**config.mk**
```make
export PLATFORM = sky130hd
export DESIGN_NAME = dot_accum
export DESIGN_NICKNAME = d
export VERILOG_FILES = /design/src/rtl/dot_pkg.sv /design/src/rtl/dot_accum_fifo.sv /design/src/rtl/dot_accum.sv
export SDC_FILE = /design/constraint.sdc
export NUM_CORES = 1
export LEC_CHECK = 0
export ABC_AREA = 1
export CAP_MARGIN = 20
export CORE_MARGIN = 5
export CORE_UTILIZATION = 54
export DETAILED_ROUTE_END_ITERATION = 12
export GPL_TIMING_DRIVEN = 0
export HOLD_SLACK_MARGIN = 0.12
export PLACE_DENSITY = 0.71
export SLEW_MARGIN = 10
export SYNTH_ARGS = -nofsm -noshare
export SYNTH_HDL_FRONTEND = slang
export SYNTH_SLANG_ARGS = --single-unit
```
**constraint.sdc**
```tcl
create_clock -name clk -period 3.35 [get_ports clk]
set_clock_uncertainty 0.15 [all_clocks]
set_input_delay 0.335 -clock clk [delete_from_list [all_inputs] [get_ports clk]]
set_output_delay 0.335 -clock clk [all_outputs]
set_load 0.005 [all_outputs]
```
**src/rtl/dot_pkg.sv**
```systemverilog
// Shared defaults and FSM encoding for the chunked dot-product accumulator.
package dot_pkg;
   localparam int DEF_DOT   = 128;
   localparam int DEF_SIZEA = 8;
   localparam int DEF_SIZEB = 8;
   localparam int DEF_LAT   = 10;
   localparam int DEF_DOT_W = $clog2(DEF_DOT) + DEF_SIZEA + DEF_SIZEB;
   localparam int DEF_ACC_W = 32;
   localparam int DEF_DEPTH = 4;

   typedef enum logic {
      ST_IDLE  = 1'b0,
      ST_ACCUM = 1'b1
   } acc_state_t;
endpackage

```
**src/rtl/dot_accum_fifo.sv**
```systemverilog
// Show-ahead result FIFO: a push into an empty FIFO shows at head the next cycle.
// A push while full is taken only together with a pop; pop on empty is ignored.
module dot_accum_fifo
   import dot_pkg::*;
#(
   parameter int WIDTH = DEF_ACC_W + 1,
   parameter int DEPTH = DEF_DEPTH,
   localparam int CW   = $clog2(DEPTH + 1)
)(
   input  logic             clk,
   input  logic             rst,
   input  logic             push,
   input  logic [WIDTH-1:0] push_data,
   input  logic             pop,
   output logic [WIDTH-1:0] head,
   output logic             not_empty,
   output logic [CW-1:0]    count
);
   localparam int AW = (DEPTH > 1) ? $clog2(DEPTH) : 1;

   logic [WIDTH-1:0] mem [DEPTH];
   logic [AW-1:0]    wr_ptr;
   logic [AW-1:0]    rd_ptr;
   logic             do_push;
   logic             do_pop;

   function automatic logic [AW-1:0] ptr_next(input logic [AW-1:0] p);
      return (p == AW'(DEPTH - 1)) ? '0 : p + AW'(1);
   endfunction

   assign not_empty = (count != '0);
   assign do_pop    = pop && not_empty;
   assign do_push   = push && ((count != CW'(DEPTH)) || do_pop);
   assign head      = mem[rd_ptr];

   always_ff @(posedge clk) begin
      if (do_push) begin
         mem[wr_ptr] <= push_data;
      end
   end

   always_ff @(posedge clk) begin
      if (rst) begin
         wr_ptr <= '0;
         rd_ptr <= '0;
         count  <= '0;
      end else begin
         if (do_push) begin
            wr_ptr <= ptr_next(wr_ptr);
         end
         if (do_pop) begin
            rd_ptr <= ptr_next(rd_ptr);
         end
         if (do_push && !do_pop) begin
            count <= count + CW'(1);
         end else if (!do_push && do_pop) begin
            count <= count - CW'(1);
         end
      end
   end
endmodule

```
**src/rtl/dot_accum.sv**
```systemverilog
// Sums LAT-delayed dot-unit chunk results into saturating per-vector totals.
// Issue-to-out_valid is LAT+1 cycles; in_ready reserves a FIFO slot for every open last.
module dot_accum
   import dot_pkg::*;
#(
   parameter int  DOT   = DEF_DOT,
   parameter int  SIZEA = DEF_SIZEA,
   parameter int  SIZEB = DEF_SIZEB,
   parameter int  LAT   = DEF_LAT,
   parameter int  ACC_W = DEF_ACC_W,
   parameter int  DEPTH = DEF_DEPTH,
   localparam int DOT_W = $clog2(DOT) + SIZEA + SIZEB
)(
   input  logic             clk,
   input  logic             rst,
   input  logic             in_valid,
   input  logic             in_last,
   output logic             in_ready,
   input  logic [DOT_W-1:0] dot_in,
   output logic             out_valid,
   input  logic             out_ready,
   output logic [ACC_W-1:0] out_data,
   output logic             out_sat,
   output logic             drop_err
);
   localparam int CW = $clog2(DEPTH + 1);
   localparam logic signed [ACC_W-1:0] ACC_MAX = {1'b0, {(ACC_W-1){1'b1}}};
   localparam logic signed [ACC_W-1:0] ACC_MIN = {1'b1, {(ACC_W-1){1'b0}}};

   logic [LAT-1:0]          vld_line;
   logic [LAT-1:0]          last_line;
   logic                    accept;
   logic                    arrive;
   logic                    arrive_last;
   logic                    push;
   acc_state_t              state;
   logic signed [ACC_W-1:0] acc;
   logic                    sat;
   logic signed [ACC_W-1:0] nxt_acc;
   logic                    nxt_sat;
   logic signed [ACC_W:0]   sum;
   logic signed [DOT_W-1:0] dot_s;
   logic [CW-1:0]           inflight_last;
   logic [CW-1:0]           fifo_count;
   logic [ACC_W:0]          head;
   logic                    not_empty;

   assign dot_s       = $signed(dot_in);
   assign accept      = in_valid && in_ready;
   assign arrive      = vld_line[LAT-1];
   assign arrive_last = last_line[LAT-1];
   assign push        = arrive && arrive_last;
   assign in_ready    = ({1'b0, fifo_count} + {1'b0, inflight_last}) < (CW+1)'(DEPTH);

   always_ff @(posedge clk) begin
      if (rst) begin
         vld_line  <= '0;
         last_line <= '0;
      end else begin
         vld_line[0]  <= accept;
         last_line[0] <= accept && in_last;
         for (int i = 1; i < LAT; i++) begin
            vld_line[i]  <= vld_line[i-1];
            last_line[i] <= last_line[i-1];
         end
      end
   end

   // One guard bit is enough: its disagreement with the MSB marks an overflow.
   always_comb begin
      sum     = (ACC_W+1)'(acc) + (ACC_W+1)'(dot_s);
      nxt_acc = sum[ACC_W-1:0];
      nxt_sat = sat;
      if (state == ST_IDLE) begin
         nxt_acc = ACC_W'(dot_s);
         nxt_sat = 1'b0;
      end else if (!sum[ACC_W] && sum[ACC_W-1]) begin
         nxt_acc = ACC_MAX;
         nxt_sat = 1'b1;
      end else if (sum[ACC_W] && !sum[ACC_W-1]) begin
         nxt_acc = ACC_MIN;
         nxt_sat = 1'b1;
      end
   end

   always_ff @(posedge clk) begin
      if (rst) begin
         state         <= ST_IDLE;
         acc           <= '0;
         sat           <= 1'b0;
         inflight_last <= '0;
         drop_err      <= 1'b0;
      end else begin
         if (in_valid && !in_ready) begin
            drop_err <= 1'b1;
         end
         case ({accept && in_last, push})
            2'b10:   inflight_last <= inflight_last + CW'(1);
            2'b01:   inflight_last <= inflight_last - CW'(1);
            default: inflight_last <= inflight_last;
         endcase
         if (arrive) begin
            acc   <= nxt_acc;
            sat   <= nxt_sat;
            state <= arrive_last ? ST_IDLE : ST_ACCUM;
         end
      end
   end

   dot_accum_fifo #(
      .WIDTH (ACC_W + 1),
      .DEPTH (DEPTH)
   ) u_fifo (
      .clk       (clk),
      .rst       (rst),
      .push      (push),
      .push_data ({nxt_acc, nxt_sat}),
      .pop       (out_valid && out_ready),
      .head      (head),
      .not_empty (not_empty),
      .count     (fifo_count)
   );

   assign out_valid = not_empty;
   assign out_data  = not_empty ? head[ACC_W:1] : '0;
   assign out_sat   = not_empty && head[0];
endmodule

```
==> summary by stage, run 1 <==
Setup path
Data arrives at the worst endpoint at ~3200 ps. The worst setup path is launched from a primary input. The worst register-to-register path has a depth of 18.

The dominant delay contributor by cell family on the critical path is buffers and inverters. The slowest stage of the critical path is the sky130_fd_sc_hd__clkdlybuf4s50_1 cell. The setup check on the worst reg-to-reg path leaves a slack of 330 ps. The start-to-end type of the worst setup path is in2reg. The sort of element at the end of the critical path is a flip-flop.

The most repeated library cell on the critical path is sky130_fd_sc_hd__nand2_2. The buffer and inverter count on the worst path is 5. Along the worst path, the maximum fanout reaches 10. The critical path goes through clkdlybuf4s50_1 -> ha_1 -> inv_1 -> fa_1 -> inv_1 -> nand2_1 -> nand2_1 -> nand3_2 -> nand2_2 -> nand2_1 -> nand2_2 -> nand2_2 -> nand3_2 -> nand2_4 -> a21oi_4 -> buf_6 -> nand2_2 -> nand2_2 -> inv_1. The most critical setup path has its startpoint at dot_in[0].

The delay contributed by the slowest stage of the critical path is around 530 ps. The required time of the worst setup path is between 3000 and 4000 ps. The worst register-to-register path begins at acc[0]. In this run the number of cells on the critical path is 19.

Global routing
For this run, the total global-route usage over all layers was measured as 0.242. The number of global-route vias before repair came to just over 8000. The initial antenna violation count came to 0.

The first global-routing pass estimated between 40000 and 50000 µm of wire. Entering global routing, the biggest net connects 27 pins. The final global-route overflow total is 0.

Timing
The achievable clock frequency is around 320 MHz. The number of setup violations in the final report is 0. The final critical-path setup slack is ~220 ps. The final number of max-transition violations was 0. The minimum period implied by the final worst setup slack is 3130 ps. The final clock period utilization by the worst path is 0.935. In this run the tightest slew margin relative to its limit is 0.372. The worst-margin pin slew is 941 ps. The number of endpoints with negative hold slack in the final report is 0. The setup TNS after final layout is 0 ps.

The worst slack on hold paths is roughly 160 ps. Setup repair after global routing could not meet its margin everywhere.

Yosys
The mean cell area of the mapped netlist is 8.51 µm². The portion of synthesized cell area occupied by the leading cell type is 0.374. The number of enable flip-flop cells after synthesis is 132. The most common flop cell mapped by yosys is sky130_fd_sc_hd__edfxtp_1. For this run, the register share of the synthesized area comes to 0.501. The total nets after synthesis is 1316.

The cell area that synthesis handed to floorplanning was ~11000 µm². Ranked by instance count, the synthesized netlist is headed by sky130_fd_sc_hd__nand2_1, sky130_fd_sc_hd__nor2_1, sky130_fd_sc_hd__inv_1, sky130_fd_sc_hd__edfxtp_1, sky130_fd_sc_hd__o21ai_0. The number of warnings issued by yosys is 0. Yosys mapped the design onto 39 distinct sky130hd cell types. Counting every instance in the synthesized netlist gives approximately 1200. The most common cell in the synthesized netlist is sky130_fd_sc_hd__nand2_1. The top cell type by total area after synthesis is sky130_fd_sc_hd__edfxtp_1. After synthesis, the cell types taking the most area are sky130_fd_sc_hd__edfxtp_1, sky130_fd_sc_hd__dfxtp_1, sky130_fd_sc_hd__nand2_1.

The async set-or-reset flop fraction in the synthesized netlist is 0. The register bit total from synthesis is roughly 200.

Power
The largest vdd supply drop is between 0.3 and 0.4 mV. Summed over all cells, the static leakage comes to between 5 and 6 nW. The total power is about 6.8 mW. For this design the ratio of total power to cell area is roughly 560 nW/µm².

Cells and area
The net count of the finished layout is 1400. Relative to the synthesized area, the layout overhead comes to 15.8%. 0 antenna diodes ended up in the layout. The final non-filler cell total is between 1500 and 2000. In the final layout, the share of cells above drive strength 1 is 0.129.

Die
The vertical die dimension is 150 µm. The width of the die is ~150 µm. The total core area is slightly below 20000 µm². The number of top-level design ports is 64. The initial utilization of the core area, before any placement, comes to 0.546. The floorplan has 51 rows. The floorplan die area is around 23000 µm².

Routing
The detailed router placed around 8400 vias in this run. The DRC marker count from the first detailed-route iteration is roughly 520. The DRC violations left is 0. The pre-antenna-repair detailed-routing pass consisted of 5 iterations.

Summed over all layers, the routed wires come to about 26000 µm. The post-route antenna net violation count is 0. The per-cell via count in the routed design is ~5.2. Dividing the detail-routed wire length by the instance count gives approximately 16 µm.

Placement
The detailed placement HPWL is around 19000 µm. Timing analysis after detailed placement gives a worst setup slack of -253 ps. The number of cells in the design after placement is between 1500 and 2000.

The number of buffer cells added on primary ports is 62. The weighted congestion at the end of routability-driven global placement is ~0.96.

Clock tree
The CTS sink count is a little under 200. After clock tree synthesis, the setup repair step added 0 buffers. After clock tree synthesis, the flow added hold-fix buffers numbering 0. The clock network latency to the later pin of the worst-skew pair is about 440 ps. The number of buffers created by CTS is 17. TritonCTS built the clock tree. The number of levels in the clock H-tree is 4. CTS placed an instance of sky130_fd_sc_hd__clkbuf_16 at the clock tree root. The clock-pin transition on the worst setup and hold timing paths is ~70 ps. The number of buffers on the longest clock path is 2.

Min path
The class of the tightest hold or removal check is in2reg. In this run the most critical hold path is launched from rst. The number of cells traversed by the worst hold path is 2.

Run
Across the run, the number of max-cap violations was 0.

Status
The flow ran to the end, and the final reports show no timing, DRC or antenna violations.
layout by cell type, fill, tap and decap left out, drive strengths merged, types with 9 or more instances in the layout:
cell	netlist	routed
a21oi	105	105
buf	13	17
clkbuf	32	48
clkdlybuf4s50	1	62
dfxtp	67	67
edfxtp	132	132
ha	41	41
inv	144	155
nand2	282	282
nand3	28	28
nor2	214	214
o21ai	110	110
o21bai	9	9
or2	22	22
xor2	14	14
cell type report:
| cell class | count | area (µm²) |
|---|---|---|
| Multi-Input combinational cell | 853 | 4520 |
| Sequential cell | 199 | 5310 |
| Clock inverter | 15 | 165 |
| Tap cell | 265 | 332 |
| Timing Repair Buffer | 66 | 718 |
| Clock buffer | 17 | 425 |
| Inverter | 146 | 548 |
| Fill cell | 1691 | 7140 |
| Buffer | 45 | 241 |
metrics by stage:
step	cell area, µm²	utilization
after global placement	11500	0.595
after floorplan	10600	-
after CTS	12300	0.632
after detailed placement	11700	0.601
after global routing	12300	0.632
final	12300	0.632
flip-flops by register name, indices dropped and copies added (netlist names), named ones only:
signal and flops:
u_fifo.mem 132, acc 32, last_line 10, vld_line 10, inflight_last 3, u_fifo.count 3, u_fifo.rd_ptr 2, u_fifo.wr_ptr 2
drop_err 1, sat 1, state 1
report_power, final:
part           leakage [nW]  internal, mW  switching (mW)
Sequential             1.73          2.66          0.0528
Clock                 0.291          1.01            1.04
Combinational          3.18         0.880            1.19
Total                  5.20          4.55            2.28
final timing paths:
check	to
setup / recovery	u_fifo.mem[2][25]
hold / removal	last_line[0]
setup reg to reg	u_fifo.mem[2][25]
hold reg to reg	vld_line[4]
per-layer routing:
layer,global-route usage,vias to the layer above,share of wire
met5,0,-,0
met4,0.0654,0,0.019
met3,0.0324,33,0.047
met2,0.424,214,0.49
met1,0.317,3913,0.44
li1,-,4212,-
logic make-up after synthesis:
group / count (synthesis) / synth area share
adders and majority gates: 44 / 0.0541
and+or+nand+nor: 554 / 0.226
DFF: 199 / 0.501
xor gates and xnor gates: 18 / 0.0149
buffers and inverters: 192 / 0.0747
AOI/OAI and AO/OA: 237 / 0.129
repair_timing:
action / 4_1_cts / 5_1_grt
resized for setup: 2 / 1
gates cloned: 0 / 0
hold endpoints to repair: 0 / 0
endpoints found under the setup margin: 5 / 89
Note: power is estimated with default switching activity, not from simulation.
==> run 2: changes to the inputs <==
--- a/config.mk
+++ b/config.mk
@@ -12,6 +12,7 @@
 export DETAILED_ROUTE_END_ITERATION = 12
 export GPL_TIMING_DRIVEN = 0
 export HOLD_SLACK_MARGIN = 0.12
+export MAX_ROUTING_LAYER = met4
 export PLACE_DENSITY = 0.71
 export SLEW_MARGIN = 10
 export SYNTH_ARGS = -nofsm -noshare
==> run 2 against run 1 <==
Compared with the run above:
- worst setup slack got worse by 37 ps
- core utilization increased by 0.16 points
- largest power group unchanged
- highest routed layer unchanged
- via count is 0.23% lower
- clock power increased by 4%
==> summary by stage, run 2 (synthesis gave the netlist of run 1 again) <==
Status
The run finished with clean final reports.

Placement
The placed instances occupy a cell area of ~12000 µm². The detailed placement HPWL is between 15000 and 20000 µm. The post-placement setup slack is -258 ps. The number of buffer cells added on primary ports is 62. At the end of routability-driven placement, the weighted congestion stood at roughly 0.98.

Die
64 I/O pins were placed. The total core area is approximately 19000 µm². The floorplan die area is ~23000 µm². The starting density of the core is 0.546. The vertical die dimension is 150 µm. In this run the core area contains between 50 and 60 standard-cell rows.

Measured along the x axis, the die boundary spans approximately 150 µm.

Setup path
The sort of element at the end of the critical path is a flip-flop. The buffer and inverter count on the worst path is 5. STA classifies the critical path startpoint as a primary input.

STA puts the critical path data required time at around 3400 ps. The most numerous cell type found on the critical path is sky130_fd_sc_hd__nand2_2. Data on the critical path arrives at its endpoint at between 3000 and 4000 ps. The register-to-register setup slack is 290 ps. Broken down by cell family, the worst path's largest delay share belongs to buffers and inverters. The largest single stage delay on the critical path is between 500 and 600 ps. For this design, the slowest cell found on the critical path is sky130_fd_sc_hd__clkdlybuf4s50_1. The start-to-end type of the worst setup path is in2reg. The top fanout value on the critical path is 10. The number of cells traversed by the worst register-to-register path is 18.

The worst register-to-register path begins at acc[0]. The critical path goes through clkdlybuf4s50_1 -> ha_1 -> inv_1 -> fa_1 -> inv_1 -> nand2_1 -> nand2_1 -> nand3_2 -> nand2_2 -> nand2_1 -> nand2_2 -> nand2_2 -> nand3_2 -> nand2_4 -> a21oi_4 -> buf_6 -> nand2_2 -> nand2_2 -> inv_1. The end of the worst register-to-register path is u_fifo.mem[2][25].

Routing
For this block, the initial DRC count from the detailed router was 559. The routed wirelength normalized by instance count is 16.4 µm. For this run, design rule violations remaining after detail routing come to 0. In the routed layout, each cell is associated on average with a via count of between 5 and 6. The post-route antenna net violation count is 0. The pre-antenna-repair detailed-routing pass consisted of 6 iterations.

The aggregate routed wire length is ~26000 µm. The detailed router placed 8353 vias in this run.

Global routing
The global routing usage summed across all routing layers is 0.251. Entering global routing, the biggest net connects 27 pins. The number of global-route vias before repair is 8149. The final global-route overflow total is 0. The initial antenna violation count is 0. The global-route wire length before repair is roughly 42000 µm.

Cells and area
Leaving out fill and tap cells, the most frequent cell in the layout is sky130_fd_sc_hd__nand2_1. The area overhead of the layout relative to synthesis is 16.1%. The final net count is between 1000 and 1500.

The cell area after layout is between 10000 and 15000 µm². The number of flip-flops under the largest register name is about 130. In the final layout, the registers with the most flip-flops are u_fifo.mem x132, acc x32. The share of the core filled with cells is 0.633.

In the final layout, the share of cells above drive strength 1 is 0.131. The register with the most flip-flops in the final layout is u_fifo.mem. The top cell types in the final layout, fill and taps aside, are sky130_fd_sc_hd__nand2_1, sky130_fd_sc_hd__nor2_1, sky130_fd_sc_hd__inv_1. 0 antenna diodes ended up in the layout.

Power
The total power divided by cell area is between 500 and 600 nW/µm². The proportion of power drawn by the clock network is 0.308. The largest vdd supply drop is between 0.3 and 0.4 mV. The switching fraction of total power is 0.332. The static leakage is about 5.2 nW. Internal power comes to around 4.6 mW. The switching component of the power is roughly 2.3 mW. The share of power burned in registers is 0.391. The share of total power dissipated in combinational logic is 0.301. The total power is roughly 6.9 mW.

Clock tree
Clock tree synthesis found a total of just under 200 sinks. The clock-pin transition on the worst setup and hold timing paths is around 80 ps. The number of buffers on the longest clock path is 2.

The number of levels in the clock H-tree is 4. The number of buffers inserted to repair setup after CTS is 0. In this run the clock root is driven by a sky130_fd_sc_hd__clkbuf_16. The clock reaches the later pin of the worst-skew pair after about 440 ps.

The clock tree from TritonCTS is yes. Buffers inserted during clock tree synthesis total 17.

Timing
The relative max-transition margin is 0.353. The number of setup violations in the final report is 0. Subtracting the final worst setup slack from the clock period gives approximately 3200 ps. The final number of max-transition violations is 0.

The setup TNS after final layout is 0 ps. The achievable clock frequency is between 300 and 400 MHz. Setup repair after global routing left no endpoint under its margin. The final clock period utilization by the worst path is 0.946.

The number of endpoints with negative hold slack in the final report is 0. At the pin with the least slew margin, the transition time is roughly 970 ps. Setup slack closes at roughly 180 ps.

Min path
The worst hold path terminates at drop_err. Counting instances, the worst hold path has a depth of 2. The start point of the worst min-delay path is rst. The worst hold path belongs to the class in2reg.

Run
The number of max-cap violations is 0.
==> run 2: what timing repair did <==
action	in CTS	in global routing
gates resized for setup	0	11
hold buffers	0	0
setup endpoints to repair	0	38
==> run 2: cell type report <==
cell class                      count  area [µm²]
Buffer                             45         245
Inverter                          146         548
Timing Repair Buffer               66         718
Fill cell                        1695        7110
Tap cell                          265         332
Clock buffer                       17         425
Clock inverter                     15         193
Sequential cell                   199        5310
Multi-Input combinational cell    853        4520
==> run 2: metrics by stage <==
step | std cells | hold slack, ps
3_3_place_gp | 1571 | 239
3_5_place_dp | 1575 | 246
2_1_floorplan | 1244 | 238
5_1_grt | 1606 | 200
4_1_cts | 1607 | 141
6_report | 1606 | 141
==> run 2: worst max-delay path by stage <==
stage	from	to	cells past startpoint	slack, ps
floorplan	u_fifo.count[0]	u_fifo.mem[0][0]	4	600
global placement	out_ready	u_fifo.mem[3][15]	5	-950
detailed placement	dot_in[22]	u_fifo.mem[1][25]	14	-260
finish	dot_in[0]	u_fifo.mem[2][25]	19	180
global route	flip-flop	out_data[23]	6	9
CTS	flip-flop	out_data[19]	7	50
==> run 2: routing by layer <==
metal  global-route usage  wire, µm  up-vias
met5                    -         0        -
met4               0.0842       706        0
met3               0.0366      1400       52
met2                0.409     12700      219
met1                0.323     11600     3868
li1                     -         -     4214
==> run 2: power groups by stage <==
stage                     Combinational [mW]  Sequential, mW  Clock [mW]
after global placement                  2.06            2.75           0
after global routing                    2.33            2.72        2.27
after detailed placement                2.10            2.75           0
final                                   2.09            2.71        2.13
after floorplan                         1.08            2.74           0
after CTS                               2.11            2.69        2.16
==> run 3: changes to the inputs <==
--- a/config.mk
+++ b/config.mk
@@ -17,4 +17,5 @@
 export SLEW_MARGIN = 10
 export SYNTH_ARGS = -nofsm -noshare
 export SYNTH_HDL_FRONTEND = slang
+export SYNTH_HIERARCHICAL = 1
 export SYNTH_SLANG_ARGS = --single-unit
==> run 3 against run 2 <==
Compared with the run above:
- count of clock-buffer cells in the layout rose by 2
- worst setup slack improved by 83 ps
- area after synthesis rose by 0.34%
- cell count rose by 1.2%
- maximum frequency rose by 2.7%
- non-clock buffer count fell by 1
- cell area rose by 0.11%
- die area rose by 0.32%
- clock power fell by 4%
- largest cell class unchanged
==> summary by stage, run 3 <==
Setup path
For the worst setup path, the data required time is ~3400 ps. The sort of element at the end of the critical path is a flip-flop. The critical path launch point type is a primary input.

Walking the worst path, the cells encountered are clkdlybuf4s50_1 -> ha_1 -> inv_1 -> fa_1 -> inv_1 -> nand2_1 -> nand2_1 -> nand3_2 -> nand2_2 -> nand2_1 -> nand2_2 -> nand2_2 -> nand3_2 -> nand2_2 -> a21oi_4 -> buf_6 -> nand2_1 -> nand2_1 -> inv_1. The largest individual stage delay along the critical path comes from the cell sky130_fd_sc_hd__clkdlybuf4s50_1. Along the worst path, the maximum fanout reaches 10. Data arrives at the worst endpoint at ~3100 ps. The most repeated library cell on the critical path is sky130_fd_sc_hd__nand2_1.

The setup path with the least slack is of type in2reg. The delay contributed by the slowest stage of the critical path is ~500 ps. The dominant delay contributor by cell family on the critical path is simple AND/OR/NAND/NOR gates. Counting both buffers and inverters, the worst setup path holds a total of 5.

Min path
The class of the tightest hold or removal check is reg2reg.

Power
IR analysis of the VDD net gives a maximum drop of about 0.35 mV. Overall power consumption after layout is estimated at a little under 5 mW. The switching component of the power is approximately 1.1 mW. The share of total power dissipated in the clock network is 0.414. Of the total power, the share spent switching nets is 0.225. The share of power burned in registers is 0.532.

Of the total power, combinational logic draws 0.054. The static leakage is about 5.5 nW. The internal portion of the total power is around 3.8 mW. Power spread over the standard cell area amounts to 400 nW/µm².

Yosys
The total nets after synthesis is ~1300. The synthesized design contains approximately 130 enable-type register cells. The mean cell area of the mapped netlist is approximately 8.4 µm². The Yosys step of the flow raised 6 warnings. The synthesized design spends more area on one cell type than any other, namely sky130_fd_sc_hd__edfxtp_1. In this run the cell area of the synthesized design comes to around 11000 µm².

Sorting the synthesized cells by how often they occur yields sky130_fd_sc_hd__nand2_1, sky130_fd_sc_hd__inv_1, sky130_fd_sc_hd__nor2_1, sky130_fd_sc_hd__edfxtp_1, sky130_fd_sc_hd__o21ai_0. The async set-or-reset flop fraction in the synthesized netlist is 0. The number of distinct library cells after synthesis is 40.

After synthesis, the cell types taking the most area are sky130_fd_sc_hd__edfxtp_1, sky130_fd_sc_hd__dfxtp_1, sky130_fd_sc_hd__nand2_1. The most common cell in the synthesized netlist is sky130_fd_sc_hd__nand2_1. In the synthesized netlist, the number of instances is roughly 1300.

Synthesis inferred 199 register bits. The most common flop cell mapped by yosys is sky130_fd_sc_hd__edfxtp_1. The share of synthesized area in the top cell type comes to 0.373. Of the synthesized area, sequential elements account for 0.499.

Timing
For the finished layout, the period the worst path requires is 3090 ps. Dividing the final minimum period by the clock period gives 0.921. The worst slack on hold paths is 254 ps. Setup repair after global routing left no endpoint under its margin. The number of endpoints with negative hold slack in the final report was 0. Derived from the worst setup path, the maximum achievable clock frequency is 324 MHz. For the pin with the worst max-slew slack, the measured transition is 677 ps. The relative max-transition margin is 0.549. The number of setup violations in the final report is 0. The final number of max-transition violations is 0.

Routing
The post-route antenna net violation count is 0. The DRC violations left is 0. The DRC marker count from the first detailed-route iteration is between 600 and 700. The routed design has approximately 25000 µm of wire. The via total after detailed routing is between 8000 and 9000. Dividing the detail-routed via count by the number of cells gives about 5.2. The first detailed-routing pass ran for 5 iterations.

The routed wirelength normalized by instance count is approximately 15 µm.

Global routing
The first global-routing pass estimated roughly 40000 µm of wire. Across every metal layer, demand over resource in global routing totals 0.233. The number of global-route vias before repair is 8049. Entering global routing, the biggest net connects 25 pins. The final global-route overflow total is 0. The initial antenna violation count was 0.

Placement
The cell area after placement is ~12000 µm². The number of buffer cells added on primary ports is 63. The weighted congestion at the end of routability-driven global placement is 0.930. The detailed placement HPWL is approximately 19000 µm.

Clock tree
The number of levels in the clock H-tree is 4. The number of buffers on the longest clock path is 2. TritonCTS built the clock tree. The number of buffers created by CTS is 17. The clock-pin transition on the worst setup and hold timing paths is 70 ps. The library cell used as clock root buffer is sky130_fd_sc_hd__clkbuf_16. The clock network latency to the later pin of the worst-skew pair is roughly 430 ps. Counting every sink on the clock net gives 199.

Cells and area
The share of layout cells above drive strength 1 is 0.114. The final net count is ~1400. The total area of sequential cells is ~5300 µm². Compared with the post-synthesis result, the final layout area differs by 15.8%. In the layout the commonest cells are sky130_fd_sc_hd__nand2_1, sky130_fd_sc_hd__inv_1, sky130_fd_sc_hd__nor2_1. The count of filler cells inserted in the layout is approximately 1700. Summing all multi-input logic gate instances after layout gives 4370 µm².

The antenna cell count is 0. The library cell used most frequently in the layout, excluding fill and tap cells, is sky130_fd_sc_hd__nand2_1. More flip-flops sit in one register than any other, and that register is u_fifo/mem. The number of flip-flops under the largest register name is 132.

The cell area after layout is 12300 µm². In the final layout, the registers with the most flip-flops are u_fifo/mem x132, acc x32.

Die
During I/O placement, the number of pins put on the boundary was 64. The total number of placement rows is between 50 and 60. The starting density of the core is 0.548. In this run the standard cell core region covers between 15000 and 20000 µm².

The width of the die is around 150 µm. The floorplan die area is between 20000 and 25000 µm². From bottom edge to top edge, the die measures approximately 150 µm.

Run
The number of max-cap violations is 0.

Status
The flow ran to the end, and the final reports show no timing, DRC or antenna violations.
[run 3: path summary, 6_finish.rpt]
| check | to | slack [ps] | cells after the start | startpoint |
|---|---|---|---|---|
| hold / removal | vld_line[5] | 250 | 2 | vld_line[4] |
| setup reg to reg | u_fifo/mem[3][22] | 340 | 18 | acc[0] |
| hold reg to reg | vld_line[5] | 250 | 2 | vld_line[4] |
| setup / recovery | u_fifo/mem[3][22] | 260 | 19 | dot_in[0] |
[run 3: metal layers]
metal / track usage / up-vias / part of all wire
li1: - / 4274 / -
met1: 0.311 / 3914 / 0.47
met2: 0.380 / 215 / 0.47
met3: 0.0307 / 32 / 0.050
met4: 0.0636 / 0 / 0.018
met5: - / - / 0
[run 3: final cells by class]
| cell class | count | area share |
|---|---|---|
| clock inverter | 13 | 0.0101 |
| sequential | 199 | 0.431 |
| inverter | 185 | 0.0565 |
| clock buffer | 19 | 0.0387 |
| buffer | 43 | 0.0223 |
| timing repair buffer | 67 | 0.0586 |
| tap | 265 | 0.0270 |
| multi-input combinational | 834 | 0.356 |
[run 3: worst min-delay path, delay by kind of cell (launching register included)]
kind,cells,cell delay [ps]
flip-flops,1,300
AND/OR/NAND/NOR,1,30
buffers and inverters,1,40
[run 3: power groups by stage]
stage / clock network, mW / logic [mW] / registers [mW]
3_3_place_gp: 0 / 0.256 / 2.67
3_5_place_dp: 0 / 0.260 / 2.67
5_1_grt: 2.16 / 0.295 / 2.62
4_1_cts: 2.06 / 0.261 / 2.62
2_1_floorplan: 0 / 0.165 / 2.67
6_report: 2.04 / 0.263 / 2.62
[run 3: cell families after synthesis]
| logic type | share of synthesized area |
|---|---|
| AOI/OAI and AO/OA | 0.125 |
| xor gates and xnor gates | 0.0148 |
| and+or+nand+nor | 0.215 |
| DFF | 0.499 |
| buffers and inverters | 0.0915 |
| adders and majority gates | 0.0540 |
[run 3: repair_timing]
item,CTS,global route
resized for setup,0,1
hold buffers,0,0
setup endpoints to repair,0,5
setup buffers,0,0
[run 3: stage by stage]
step | utilization | worst slack (ps) | std cells | setup TNS, ps
after floorplan | - | 127 | 1262 | 0
after global placement | 0.597 | -1280 | 1590 | -177370
after detailed placement | 0.603 | -223 | 1594 | -22370
after CTS | 0.634 | 25.7 | 1626 | 0
after global routing | 0.634 | 45.3 | 1625 | 0
final | 0.634 | 264 | 1625 | 0
